## src/rtl/pcs_encoder_tx_pkg.sv

```systemverilog
// Shared 64b/66b PCS constants: CGMII/PCS characters, block types, control masks,
// fixed blocks and TX state encoding. The decoder side uses the same definitions.
package pcs_encoder_tx_pkg;

    localparam logic [7:0] CG_START = 8'hFB;
    localparam logic [7:0] CG_TERM  = 8'hFD;
    localparam logic [7:0] CG_FSIG  = 8'h5C;
    localparam logic [7:0] CG_SEQ   = 8'h9C;
    localparam logic [7:0] CG_IDLE  = 8'h07;
    localparam logic [7:0] CG_ERROR = 8'hFE;

    localparam logic [6:0] PCS_IDLE  = 7'h00;
    localparam logic [6:0] PCS_ERROR = 7'h1E;
    localparam logic [3:0] O_SEQ     = 4'h0;
    localparam logic [3:0] O_FSIG    = 4'hF;

    localparam logic [1:0] SH_DATA = 2'b01;
    localparam logic [1:0] SH_CTRL = 2'b10;

    localparam logic [7:0] BTYPE_C  = 8'h1E;
    localparam logic [7:0] BTYPE_S  = 8'h78;
    localparam logic [7:0] BTYPE_OS = 8'h4B;
    localparam logic [7:0] BTYPE_T0 = 8'h87;
    localparam logic [7:0] BTYPE_T1 = 8'h99;
    localparam logic [7:0] BTYPE_T2 = 8'hAA;
    localparam logic [7:0] BTYPE_T3 = 8'hB4;
    localparam logic [7:0] BTYPE_T4 = 8'hCC;
    localparam logic [7:0] BTYPE_T5 = 8'hD2;
    localparam logic [7:0] BTYPE_T6 = 8'hE1;
    localparam logic [7:0] BTYPE_T7 = 8'hFF;

    localparam logic [7:0] RX_CTRL_S  = 8'h80;
    localparam logic [7:0] RX_CTRL_C  = 8'hFF;
    localparam logic [7:0] RX_CTRL_T0 = 8'hFF;
    localparam logic [7:0] RX_CTRL_T1 = 8'h7F;
    localparam logic [7:0] RX_CTRL_T2 = 8'h3F;
    localparam logic [7:0] RX_CTRL_T3 = 8'h1F;
    localparam logic [7:0] RX_CTRL_T4 = 8'h0F;
    localparam logic [7:0] RX_CTRL_T5 = 8'h07;
    localparam logic [7:0] RX_CTRL_T6 = 8'h03;
    localparam logic [7:0] RX_CTRL_T7 = 8'h01;

    localparam logic [65:0] LBLOCK = {SH_CTRL, 64'h4B00000100000000};
    localparam logic [65:0] EBLOCK = {SH_CTRL, 64'h1E3C78F1E3C78F1E};

    localparam logic [3:0] TT_D = 4'b1000;
    localparam logic [3:0] TT_S = 4'b0100;
    localparam logic [3:0] TT_C = 4'b0010;
    localparam logic [3:0] TT_T = 4'b0001;
    localparam logic [3:0] TT_E = 4'b0000;

    typedef enum logic [2:0] {
        TX_INIT = 3'd0,
        TX_C    = 3'd1,
        TX_D    = 3'd2,
        TX_T    = 3'd3,
        TX_E    = 3'd4
    } tx_state_e;

    function automatic logic [7:0] btype_t(input int n);
        case (n)
            0:       return BTYPE_T0;
            1:       return BTYPE_T1;
            2:       return BTYPE_T2;
            3:       return BTYPE_T3;
            4:       return BTYPE_T4;
            5:       return BTYPE_T5;
            6:       return BTYPE_T6;
            default: return BTYPE_T7;
        endcase
    endfunction

    function automatic logic [7:0] rx_ctrl_t(input int n);
        case (n)
            0:       return RX_CTRL_T0;
            1:       return RX_CTRL_T1;
            2:       return RX_CTRL_T2;
            3:       return RX_CTRL_T3;
            4:       return RX_CTRL_T4;
            5:       return RX_CTRL_T5;
            6:       return RX_CTRL_T6;
            default: return RX_CTRL_T7;
        endcase
    endfunction

endpackage

```

## src/rtl/pcs_encoder_tx_block_formatter.sv

```systemverilog
// Combinational classifier/encoder: one CGMII word in, its {D,S,C,T} class and
// 66-bit coded block out. Unrecognised words come back as class E with EBLOCK.
module pcs_tx_block_formatter
    import pcs_encoder_tx_pkg::*;
(
    input  logic [63:0] tx_data_i,
    input  logic [7:0]  tx_ctrl_i,
    output logic [3:0]  class_o,
    output logic [65:0] coded_o
);

    logic [7:0]  byte_w [8];
    logic [6:0]  pcs_w  [8];
    logic [7:0]  ic_w;
    logic        t_hit;
    logic        tail_ok;
    int          t_n;
    logic [55:0] pay_c;
    logic [55:0] pay_t;

    // Byte 0 sits in the top lane; ic_w[k] marks byte k as IDLE or ERROR.
    always_comb begin
        ic_w = '0;
        for (int k = 0; k < 8; k++) begin
            byte_w[k] = tx_data_i[63-8*k -: 8];
            ic_w[k]   = (byte_w[k] == CG_IDLE) || (byte_w[k] == CG_ERROR);
            pcs_w[k]  = (byte_w[k] == CG_ERROR) ? PCS_ERROR : PCS_IDLE;
        end
    end

    always_comb begin
        t_hit   = 1'b0;
        t_n     = 0;
        tail_ok = 1'b1;
        pay_c   = '0;
        pay_t   = '0;
        class_o = TT_E;
        coded_o = EBLOCK;

        for (int n = 0; n < 8; n++) begin
            tail_ok = 1'b1;
            for (int k = 0; k < 8; k++) begin
                if (k > n) tail_ok = tail_ok & ic_w[k];
            end
            if (!t_hit && (tx_ctrl_i == rx_ctrl_t(n)) && (byte_w[n] == CG_TERM) && tail_ok) begin
                t_hit = 1'b1;
                t_n   = n;
            end
        end

        // Control code k lands at the same 7-bit slot in both C and T blocks;
        // the zero pad in T blocks is whatever the data bytes leave unfilled.
        for (int k = 0; k < 8; k++) pay_c[55-7*k -: 7] = pcs_w[k];
        for (int k = 0; k < 7; k++) if (k < t_n) pay_t[55-8*k -: 8] = byte_w[k];
        for (int k = 1; k < 8; k++) if (k > t_n) pay_t[55-7*k -: 7] = pcs_w[k];

        if (tx_ctrl_i == 8'h00) begin
            class_o = TT_D;
            coded_o = {SH_DATA, tx_data_i};
        end else if ((tx_ctrl_i == RX_CTRL_S) && (byte_w[0] == CG_START)) begin
            class_o = TT_S;
            coded_o = {SH_CTRL, BTYPE_S, tx_data_i[55:0]};
        end else if ((tx_ctrl_i == RX_CTRL_C) && (&ic_w)) begin
            class_o = TT_C;
            coded_o = {SH_CTRL, BTYPE_C, pay_c};
        end else if ((tx_ctrl_i == RX_CTRL_S) && ((byte_w[0] == CG_SEQ) || (byte_w[0] == CG_FSIG))
                     && (tx_data_i[31:0] == 32'h0)) begin
            class_o = TT_C;
            coded_o = {SH_CTRL, BTYPE_OS, tx_data_i[55:32],
                       (byte_w[0] == CG_FSIG) ? O_FSIG : O_SEQ, 28'h0};
        end else if (t_hit) begin
            class_o = TT_T;
            coded_o = {SH_CTRL, btype_t(t_n), pay_t};
        end
    end

endmodule

```

## src/rtl/pcs_encoder_tx.sv

```systemverilog
// 64b/66b transmit encoder: captures a CGMII word on i_enable, then classifies it,
// runs the TX state machine and registers the coded block one cycle later.
module pcs_encoder_tx
    import pcs_encoder_tx_pkg::*;
#(
    parameter int LEN_CODED_BLOCK = 66,
    parameter int LEN_TX_DATA     = 64,
    parameter int LEN_TX_CTRL     = 8
) (
    input  logic                       i_clock,
    input  logic                       i_reset,
    input  logic                       i_enable,
    input  logic [LEN_TX_DATA-1:0]     i_tx_data,
    input  logic [LEN_TX_CTRL-1:0]     i_tx_ctrl,
    output logic [LEN_CODED_BLOCK-1:0] o_tx_coded,
    output logic [3:0]                 o_t_type,
    output logic                       o_valid
);

    logic [LEN_TX_DATA-1:0] data_q;
    logic [LEN_TX_CTRL-1:0] ctrl_q;
    logic                   cap_q;
    tx_state_e              state_q;
    tx_state_e              state_d;
    logic [3:0]             cls_w;
    logic [65:0]            blk_w;

    pcs_tx_block_formatter u_formatter (
        .tx_data_i (data_q),
        .tx_ctrl_i (ctrl_q),
        .class_o   (cls_w),
        .coded_o   (blk_w)
    );

    always_comb begin
        state_d = state_q;
        case (state_q)
            TX_INIT: begin
                if (cls_w == TT_C)      state_d = TX_C;
                else if (cls_w == TT_S) state_d = TX_D;
            end
            TX_C, TX_T: begin
                if (cls_w == TT_C)      state_d = TX_C;
                else if (cls_w == TT_S) state_d = TX_D;
                else                    state_d = TX_E;
            end
            TX_D: begin
                if (cls_w == TT_D)      state_d = TX_D;
                else if (cls_w == TT_T) state_d = TX_T;
                else                    state_d = TX_E;
            end
            TX_E: begin
                if (cls_w == TT_C)      state_d = TX_C;
                else if (cls_w == TT_D) state_d = TX_D;
                else if (cls_w == TT_T) state_d = TX_T;
                else                    state_d = TX_E;
            end
            default: state_d = TX_INIT;
        endcase
    end

    always_ff @(posedge i_clock) begin
        if (i_reset) begin
            data_q     <= '0;
            ctrl_q     <= '0;
            cap_q      <= 1'b0;
            state_q    <= TX_INIT;
            o_tx_coded <= LBLOCK;
            o_t_type   <= TT_E;
            o_valid    <= 1'b0;
        end else begin
            // Stage 1: capture the CGMII word.
            cap_q <= i_enable;
            if (i_enable) begin
                data_q <= i_tx_data;
                ctrl_q <= i_tx_ctrl;
            end
            // Stage 2: advance the FSM and register the coded block.
            o_valid <= cap_q;
            if (cap_q) begin
                state_q  <= state_d;
                o_t_type <= cls_w;
                if (state_d == TX_E)
                    o_tx_coded <= EBLOCK;
                else if ((state_q == TX_INIT) && (state_d == TX_INIT))
                    o_tx_coded <= LBLOCK;
                else
                    o_tx_coded <= blk_w;
            end
        end
    end

endmodule

```

## config.mk

```make
export PLATFORM = sky130hd
export DESIGN_NAME = pcs_encoder_tx
export DESIGN_NICKNAME = d
export VERILOG_FILES = /design/src/rtl/pcs_encoder_tx_pkg.sv /design/src/rtl/pcs_encoder_tx_block_formatter.sv /design/src/rtl/pcs_encoder_tx.sv
export SDC_FILE = /design/constraint.sdc
export NUM_CORES = 1
export LEC_CHECK = 0
export CORE_ASPECT_RATIO = 0.7
export CORE_MARGIN = 4
export CORE_UTILIZATION = 25
export CTS_BUF_LIST = sky130_fd_sc_hd__clkbuf_2 sky130_fd_sc_hd__clkbuf_4 sky130_fd_sc_hd__clkbuf_8
export DETAILED_ROUTE_END_ITERATION = 12
export SLEW_MARGIN = 10
export SYNTH_ARGS = -nofsm -noshare
export SYNTH_HDL_FRONTEND = slang
export SYNTH_HIERARCHICAL = 1
export SYNTH_SLANG_ARGS = --single-unit
```

## constraint.sdc

```tcl
create_clock -name i_clock -period 8.6 [get_ports i_clock]
set_input_delay 1.72 -clock i_clock [delete_from_list [all_inputs] [get_ports i_clock]]
set_output_delay 1.72 -clock i_clock [all_outputs]
set_load 0.02 [all_outputs]
```

* After elaboration in Yosys (flattened, before gate mapping)
Index checks and enable logic that the tools add are counted.
** Word-level totals
- Flip-flop bits (word level) :: 147
- Output and inout port bits :: 71
** Operators by class
- $lt $le $gt $ge :: 14
- Equality and inequality tests :: 51
- Mux-type cells :: 59
- Bitwise operators :: 21
- Reduce and logical (&&, ||, !) cells :: 50
** Operators with widths (number)
- $mux W66 :: 6
- $mux W32 :: 6
- $eq A8 B8 Y1 const B :: 20
- $gt A4 B32 Y1 const A :: 4
- $eq A32 B3 Y1 const B :: 3
- $lt A4 B32 Y1 const A :: 3
- $eq A8 B3 Y1 const B :: 9
- $eq A32 B2 Y1 const B :: 2
- $gt A3 B32 Y1 const A :: 2
- $logic_not A32 Y1 :: 2
- $lt A3 B32 Y1 const A :: 2
- $mux W64 :: 1
- $mux W8 :: 7
- $mux W7 :: 7
- $pmux W7 S7 :: 1
- $mux W5 :: 8
- $eq A32 B1 Y1 const B :: 1
- $gt A2 B32 Y1 const A :: 1
- $lt A1 B32 Y1 const A :: 1
- $lt A2 B32 Y1 const A :: 1
- $logic_and A1 B1 Y1 :: 27
- $and A1 B1 Y1 :: 21
- $mux W3 :: 7
- $mux W4 :: 5
- other kinds (21) :: 48

* Depth between registers and ports, before layout
Gate-level depths: netlist (run 1).
- Depth in word-level cells :: 58
- Depth in mapped cells :: 17

* Cells and area by module
The synthesis (run 1) kept the hierarchy.
** Modules (own cells, without submodules)
- pcs_encoder_tx :: instances 1, cells each 513, area each 5307.6 um2
- pcs_tx_block_formatter :: instances 1, cells each 360, area each 2155.8 um2

* Least setup slack after synthesis (run 1)
Ideal clock, no wire load.
- Path type :: register -> register
- Start point :: register data_q[35]
- End point :: register o_tx_coded[23]
- Library setup time :: 0.134 ns
- Arrival :: 3.453 ns
- Required time :: 8.466 ns
- Path slack :: 5.013 ns
- Stages on the path, launching flop included :: 15
- Path buffers :: 3
- Path through :: dfxtp_1 -> or4b_1 -> or4_4 -> a211oi_2 -> o2111ai_1 -> and3_4 -> and2_4 -> buf_6 -> inv_4 -> buf_6 -> xnor2_1 -> or3_4 -> a221oi_4 -> buf_6 -> a211oi_1
** On the way
- Cells in the longest elaborated chain, start to end :: 57
** RTL lines
- from (decl) :: RTL line pcs_encoder_tx.sv:20 : logic [LEN_TX_DATA-1:0] data_q;
- from (signal assigned) :: RTL line pcs_encoder_tx.sv:75 : data_q <= i_tx_data;
- $eq A8 B3 Y1 / $eq A8 B8 Y1 (equally long branches) :: RTL line pcs_encoder_tx_block_formatter.sv:26 : ic_w[k] = (byte_w[k] == CG_IDLE) || (byte_w[k] == CG_ERROR);
- $logic_or A1 B1 Y1 :: RTL line pcs_encoder_tx_block_formatter.sv:26
- $and A1 B1 Y1 (5 in a row) :: RTL line pcs_encoder_tx_block_formatter.sv:43 : if (k > n) tail_ok = tail_ok & ic_w[k];
- $logic_and A1 B1 Y1 :: RTL line pcs_encoder_tx_block_formatter.sv:45 : if (!t_hit && (tx_ctrl_i == rx_ctrl_t(n)) && (byte_w[n] == CG_TERM) && tail_ok) begin
- $mux W1 :: RTL line pcs_encoder_tx_block_formatter.sv:45
- $logic_not A1 Y1 :: RTL line pcs_encoder_tx_block_formatter.sv:45
- $logic_and A1 B1 Y1 (3 in a row) :: RTL line pcs_encoder_tx_block_formatter.sv:45
- $mux W1 :: RTL line pcs_encoder_tx_block_formatter.sv:45
- [34 not listed]
- named net cls_w[0] :: RTL line pcs_encoder_tx.sv:25 : logic [3:0] cls_w;
- [1 not listed]
- $mux W3 :: RTL line pcs_encoder_tx.sv:49, pcs_encoder_tx.sv:55
- $mux W3 :: RTL line pcs_encoder_tx.sv:48 : if (cls_w == TT_D) state_d = TX_D;
- $mux W3 :: RTL line pcs_encoder_tx.sv:53 : if (cls_w == TT_C) state_d = TX_C;
- $pmux W3 S4 * :: RTL line pcs_encoder_tx.sv:37 : case (state_q)
- $logic_not A3 Y1 :: RTL line pcs_encoder_tx.sv:85 : else if ((state_q == TX_INIT) && (state_d == TX_INIT))
- $logic_and A1 B1 Y1 :: RTL line pcs_encoder_tx.sv:85
- $mux W66 :: RTL line pcs_encoder_tx.sv:85
- $mux W66 * :: RTL line pcs_encoder_tx.sv:83 : if (state_d == TX_E)
- to (signal assigned) :: RTL line pcs_encoder_tx.sv:88 : o_tx_coded <= blk_w;
- to (decl) :: RTL line pcs_encoder_tx.sv:15 : output logic [LEN_CODED_BLOCK-1:0] o_tx_coded,
The timed path passes the listed nets; every way through them passes the cells marked *.
A chain may end at the register's enable or synchronous reset.

* Worst setup path after layout (run 1)
- Start point :: register data_q[6]
- End point :: register o_tx_coded[7]
** On the way
- Cells in the longest elaborated chain, start to end :: 53
** RTL lines (RTL line)
- $eq A8 B3 Y1 / $eq A8 B8 Y1 (equally long branches) :: pcs_encoder_tx_block_formatter.sv:26
- $logic_or A1 B1 Y1 :: pcs_encoder_tx_block_formatter.sv:26
- $and A1 B1 Y1 :: pcs_encoder_tx_block_formatter.sv:43
- $logic_and A1 B1 Y1 :: pcs_encoder_tx_block_formatter.sv:45
- $mux W1 :: pcs_encoder_tx_block_formatter.sv:45
- $logic_not A1 Y1 :: pcs_encoder_tx_block_formatter.sv:45
- $logic_and A1 B1 Y1 (3 in a row) :: pcs_encoder_tx_block_formatter.sv:45
- $mux W1 :: pcs_encoder_tx_block_formatter.sv:45
- [34 not listed]
- named net cls_w[0] :: pcs_encoder_tx.sv:25
- [1 not listed]
- $mux W3 :: pcs_encoder_tx.sv:49, pcs_encoder_tx.sv:55
- $mux W3 :: pcs_encoder_tx.sv:48
- $mux W3 :: pcs_encoder_tx.sv:53
- $pmux W3 S4 * :: pcs_encoder_tx.sv:37
- $logic_not A3 Y1 :: pcs_encoder_tx.sv:85
- $logic_and A1 B1 Y1 :: pcs_encoder_tx.sv:85
- $mux W66 :: pcs_encoder_tx.sv:85
- $mux W66 * :: pcs_encoder_tx.sv:83
Marked as above.

==> results of run 1 <==
## synthesized netlist by cell type (all sizes together) (3+ instances only)
cell	count	area, um2
a22oi	6	45.0
a21o	3	22.5
o21bai	6	45.0
a22o	42	399
and2	3	21.3
nor3b	3	22.5
clkbuf	31	116
nand2b	7	43.8
nand4b	4	35.0
nor4b	5	50.0
a32o	7	70.1
nand2	82	308
inv	14	55.1
or3	5	36.3
and4	3	26.3
nor4	10	68.8
ha	5	62.6
nor3	23	126
o21ai	19	95.1
mux2i	78	781
nor2	164	616
nand4	17	106
buf	24	169
or4	4	33.8
nand3b	6	45.0
a2111oi	3	45.1
o22ai	4	25.0
nand3	18	90.1
a221o	3	30.0
dfxtp	147	2940
or4b	3	30.0
and3	7	48.8
a21oi	35	175
a211oi	48	365
or2	5	31.3
## final cells by class
cell class | count | area (um2) | share of cell area (%)
Clock buffer | 23 | 292 | 3.04
Clock inverter | 9 | 129 | 1.34
Inverter | 15 | 58.8 | 0.613
Multi-Input combinational cell | 656 | 4190 | 43.6
Sequential cell | 147 | 2940 | 30.7
Tap cell | 378 | 473 | 4.93
Timing Repair Buffer | 154 | 1510 | 15.8
## sequential cells by signal, summed over array words and instances, names as in the netlist
register    flops
o_tx_coded     66
data_q         64
ctrl_q          8
o_t_type        4
state_q         3
cap_q           1
o_valid         1
## worst paths after layout
check,from,end,slack [ns],cells after the start
max reg2reg,data_q[6]$_SDFFE_PP0P_,o_tx_coded[7]$_SDFFE_PP0P_,3.92,12
min reg2reg,o_tx_coded[39]$_SDFFE_PP0P_,o_tx_coded[39]$_SDFFE_PP0P_,0.48,2
max,data_q[6]$_SDFFE_PP0P_,o_tx_coded[7]$_SDFFE_PP0P_,3.92,12
min,o_tx_coded[39]$_SDFFE_PP0P_,o_tx_coded[39]$_SDFFE_PP0P_,0.48,2
## logic make-up after synthesis
logic type,synth area share [%]
multiplexers,10.6
buffers and inverters,4.61
flip-flops,39.4
adder cells (fa/ha/maj),0.838
AND/OR/NAND/NOR,23.9
XOR/XNOR,0.352
AO/OA/AOI/OAI,20.3
## layer usage
metal  GRT usage, %  wire length (um)  vias up
li1               -                 -     3433
met1           28.2             15300     3463
met2           23.0             11200      353
met3           4.96              2740       30
met4           4.75               411        0
met5              0                 0        -
## stage by stage
| stage | setup slack [ns] | util, % | instance area, um2 | total power, mW | std cells |
|---|---|---|---|---|---|
| after floorplan | 5.01 | - | 7460 | 0.914 | 873 |
| after global placement | 4.08 | 31.5 | 9170 | 1.04 | 1350 |
| after detailed placement | 4.02 | 31.5 | 9170 | 1.04 | 1350 |
| after CTS | 4.00 | 32.9 | 9590 | 1.63 | 1382 |
| after global routing | 3.63 | 32.9 | 9590 | 1.68 | 1382 |
| final | 3.92 | 32.9 | 9590 | 1.61 | 1382 |
## worst reg2reg max path, cell delays in order, from the launching register on
cell,delay (ns)
dfxtp_1,0.34
and4_1,0.22
nand4b_1,0.21
a21oi_1,0.19
a41oi_1,0.76
and3_4,0.39
and2_4,0.30
inv_4,0.15
nor4b_2,0.41
o2bb2ai_2,0.17
a2111oi_4,0.89
buf_4,0.40
a22o_2,0.20
## power groups by stage
stage,Clock [mW],Sequential (mW),Combinational (mW)
3_3_place_gp,0,0.778,0.260
6_report,0.584,0.765,0.262
4_1_cts,0.601,0.763,0.262
3_5_place_dp,0,0.779,0.260
2_1_floorplan,0,0.773,0.140
5_1_grt,0.631,0.770,0.284
## cells in the final DEF, fill, tap and decap left out, types with 19 or more instances in the layout
| cell type | instances |
|---|---|
| nor2_1 | 163 |
| dfxtp_1 | 147 |
| clkdlybuf4s50_1 | 143 |
| nand2_1 | 82 |
| mux2i_1 | 78 |
| a211oi_1 | 47 |
| a21oi_1 | 35 |
| a22o_2 | 25 |
| nor3_1 | 22 |
| clkbuf_8 | 19 |
==> results.md, run 1 <==
- Number of synthesized flops with an enable pin: 0
- Leakage power: 3.58 nW
- IO Pins: 146
- Max IR drop VDD: 0.0757 mV
- TritonCTS Buffers: 17
- DPL Wire Length: 22400 um
- Hold WC Path Type: flop to flop
- Total GRT Usage: 17.8%
- Nets@finish: 1071
- H-tree levels: 4
- Routability cong.: 1.01
- CP bufs+invs: 2
- Clock slew at reported path FFs: 0.08 ns
- TNS Setup: 0 ns
- Max-Cap Viols: 0
- RSZ-0062 raised after global routing: false
- Period utilization: 54.4%
- Syn_area_per_cell: 8.55 um2
- Ant. Diodes: 0
- Worst path required time: 9.02 ns
- Clock buffer depth: 2
- Vias in the first global route: 6928
- Max_slew headroom: 22.3%
- Internal Pwr Total: 1.14 mW
- Critical Path, Cell by Cell: and4_1 > nand4b_1 > a21oi_1 > a41oi_1 > and3_4 > and2_4 > inv_4 > nor4b_2 > o2bb2ai_2 > a2111oi_4 > buf_4 > a22o_2
- Die W: 215 um
- Pwr/cell area: 168 nW/um2
- Post-synth ARST share: 0%
- Layout area overhead: 28.5%
- Die H: 153 um
- Family with the most delay on the worst path: compound AO/OA/AOI/OAI gates
- Post-detailed-route count of antenna-violating nets: 0
- Critical Path Max Stage Delay: 0.89 ns
- Post-route minimum period: 4.68 ns
- Fin. Hold Viols: 0
- Sw Pwr: 0.467 mW
- Largest net degree at the start of global routing: 80
- #FFs+latches synth: 147
- FMAX: 214 MHz
- Number of core rows: 52
- Main synth FF type: dfxtp_1
- Switching share of power: 29.0%
- # DRC: 0
- Fillers: 3051
- Actual slew at the worst max-slew pin: 1.17 ns
- CP arrival: 5.09 ns
- Initial Util: 25.6%
- Initial antenna violation count: 0
- # port buffers: 145
- Setup Buffers After CTS: 0
- Core area: 29100 um2
- Clk Latency, worst-skew pair: 0.47 ns
- CTS tree: yes
- Setup violators final: 0
- Setup Skew: 0.0144 ns
- Initial DRC Count: 639
- Seq pwr share: 47.5%
- Drt via density: 5.27
- Per-cell routed wire length: 21.5 um
- Cells after Synth: 873
- Cts-stage hold buffer count: 0
- Post-synthesis cell area: 7460 um2
- Root Buffer: clkbuf_8
- Routed wire length: 29700 um
- Critical path's slowest cell: a2111oi_4
- Yosys warns: 6
- Critical Path Source Type: flop
- Post-synthesis sequential area ratio: 39.4%
- Clock power frac: 36.3%
- Worst-path fanout max: 18
- Netlist cell types: 74
- TritonRoute pass-1 iters: 5
- Via count: 7279
- Fin Hold WS: 0.484 ns
- Post-CTS sizing: 0
- Grt total ovfl: 0
- Status: complete, no violations
- Gate power share: 16.3%
- Layout cell share with drive strength beyond 1: 9.26%
- Kind of critical path: flop to flop
- Clock sinks: 147
- Syn_nets: 953
- Count of final max-slew check failures: 0
- First-pass GRT wire length: 44900 um
- DIE AREA: 32700 um2
- Setup crit end kind: flop
Power figures use the tool's default switching activity.
==> run 2, diff against run 1 <==
==> constraint.sdc (replaced) <==
create_clock -name i_clock -period 4.17 [get_ports i_clock]
set_input_delay 0.834 -clock i_clock [delete_from_list [all_inputs] [get_ports i_clock]]
set_output_delay 0.834 -clock i_clock [all_outputs]
set_load 0.02 [all_outputs]
==> results.md, run 2 (synthesis results as in run 1) <==
- Clk Latency, worst-skew pair: 0.47 ns (about the same)
- Clock slew at reported path FFs: 0.09 ns (about the same)
- DPL Wire Length: 23000 um (+2.9%)
- Root Buffer: clkbuf_8
- Layout cell share with drive strength beyond 1: 12.2% (+2.9 points)
- Max_slew headroom: 52.6% (+30 points)
- Critical Path Source Type: flop
- IO Pins: 146 (unchanged)
- FMAX: 253 MHz (+19%)
- Setup crit end kind: flop
- Placed Cells incl. Taps: 1383 (+2.4%)
- Via count: 7473 (+2.7%)
- Core area: 29100 um2 (unchanged)
- TritonCTS Buffers: 17 (unchanged)
- Initial antenna violation count: 1 (+1)
- Leakage power: 3.77 nW (+5.3%)
- CTS tree: yes
- Die H: 153 um (unchanged)
- Internal Pwr Total: 2.48 mW (+120%)
- Die W: 215 um (unchanged)
- Status: complete, no violations
- Max-Cap Viols: 0 (unchanged)
- Kind of critical path: flop to flop
- Switching share of power: 28.7% (-0.31 points)
- First-pass GRT wire length: 45900 um (+2.2%)
- # DRC: 0 (unchanged)
- Largest registers: o_tx_coded x66, data_q x64, ctrl_q x8
- Cts-stage hold buffer count: 0 (unchanged)
- Largest net degree at the start of global routing: 64 (-20%)
- Fillers: 3049 (-0.066%)
- Register area: 2940 um2 (unchanged)
- Per-cell routed wire length: 21.5 um (+0.10%)
- Count of final max-slew check failures: 0 (unchanged)
- Fin. Hold Viols: 0 (unchanged)
- Clock buffer depth: 2 (unchanged)
- # port buffers: 145 (unchanged)
- Gate power share: 16.5% (+0.2 points)
- H-tree levels: 4 (unchanged)
- Period utilization: 94.6% (+40 points)
- Setup Skew: 0.0139 ns (-0.000471 ns)
- Layout area overhead: 32.8%
- Sw Pwr: 0.996 mW (+110%)
- RSZ-0062 raised after global routing: false
- DIE AREA: 32700 um2 (unchanged)
- Clock sinks: 147 (unchanged)
- Ant. Diodes: 0 (unchanged)
- Worst-path fanout max: 6 (-12)
- Worst path required time: 4.54 ns (-4.48 ns)
- Actual slew at the worst max-slew pin: 0.711 ns (-0.455 ns)
- Initial DRC Count: 839 (+31%)
- Post-detailed-route count of antenna-violating nets: 0 (unchanged)
- Pwr/cell area: 350 nW/um2 (+110%)
- Hold WC Path Type: flop to flop
- Post-CTS sizing: 0 (unchanged)
- Max IR drop VDD: 0.174 mV (+130%)
- Vias in the first global route: 6975 (+0.68%)
- Most common cell after layout, fill and taps aside: nor2_1
- Grt total ovfl: 0 (unchanged)
- Nets@finish: 1104 (+3.1%)
- Routability cong.: 0.944 (-6.6%)
- Initial Util: 25.6% (unchanged)
- Setup violators final: 0 (unchanged)
- Most flops, register: o_tx_coded
- Most used cells in the layout excluding fill and tap cells: 163 x nor2_1, 147 x dfxtp_1, 143 x clkdlybuf4s50_1
- Post-route minimum period: 3.95 ns (-0.731 ns)
- Drt via density: 5.28 (+0.27%)
- TNS Setup: 0 ns (unchanged)
- Total GRT Usage: 18.2% (+0.42 points)
- Final Non-Filler Cells: 1415 (+2.4%)
- Number of core rows: 52 (unchanged)
- Routed wire length: 30400 um (+2.5%)
- Setup Buffers After CTS: 0 (unchanged)
- Multi-input combinational cell area: 4190 um2 (unchanged)
- Clock power frac: 38.2% (+1.9 points)
- CP arrival: 4.32 ns (-0.77 ns)
- Max reg flops: 66 (unchanged)
- Seq pwr share: 45.3% (-2.2 points)
- TritonRoute pass-1 iters: 5 (unchanged)
[run 2: per-stage QoR]
step	setup WS [ns]	power (mW)	hold slack, ns	cell area [um2]	utilization (%)
5_1_grt	0.0150	3.62	0.507	9910	34.0
3_3_place_gp	0.383	2.17	0.463	9450	32.4
3_5_place_dp	0.361	2.17	0.463	9450	32.4
6_report	0.224	3.47	0.485	9910	34.0
2_1_floorplan	0.583	1.88	0.499	7460	-
4_1_cts	0.304	3.50	0.487	9910	34.0
[run 2: worst paths after layout]
| check | start | to | slack [ns] | depth (start not counted) |
|---|---|---|---|---|
| hold reg to reg | o_tx_coded[7]$_SDFFE_PP0P_ | o_tx_coded[7]$_SDFFE_PP0P_ | 0.48 | 1 |
| setup reg to reg | data_q[35]$_SDFFE_PP0P_ | o_tx_coded[17]$_SDFFE_PP0P_ | 0.22 | 13 |
| hold / removal | o_tx_coded[7]$_SDFFE_PP0P_ | o_tx_coded[7]$_SDFFE_PP0P_ | 0.48 | 1 |
| setup / recovery | data_q[35]$_SDFFE_PP0P_ | o_tx_coded[17]$_SDFFE_PP0P_ | 0.22 | 13 |
[run 2: routing by layer]
| layer | up-vias | part of all wire, % | GRT usage [%] |
|---|---|---|---|
| met5 | - | 0 | 0 |
| met4 | 0 | 0.91 | 3.05 |
| met3 | 20 | 9.7 | 5.70 |
| met2 | 372 | 38 | 24.2 |
| met1 | 3583 | 51 | 28.6 |
| li1 | 3498 | - | - |
[run 2: layout make-up]
cell class                      instances  share of cell area [%]
Clock buffer                           20                    2.65
Clock inverter                         12                    2.06
Inverter                               15                   0.593
Multi-Input combinational cell        656                    42.2
Sequential cell                       147                    29.7
Tap cell                              378                    4.77
Timing Repair Buffer                  187                    18.0
[run 2: power by group through the flow]
stage / registers, mW / clock network, mW / logic (mW)
finish: 1.57 / 1.33 / 0.572
global route: 1.58 / 1.42 / 0.620
CTS: 1.57 / 1.36 / 0.570
detailed placement: 1.60 / 0 / 0.566
global placement: 1.60 / 0 / 0.566
floorplan: 1.60 / 0 / 0.289
[run 2: worst max-delay path, stage by stage (launching register included)]
cell and delay (ns):
dfxtp_1 0.36, or4b_1 0.52, or4_4 0.45, a22oi_1 0.18, nand4_1 0.26, o221ai_1 0.33, or2_2 0.21, inv_1 0.07
ha_1 0.28, nor2_1 0.48, nand2_1 0.12, a211oi_1 0.25, nand2_1 0.11, a211oi_1 0.26
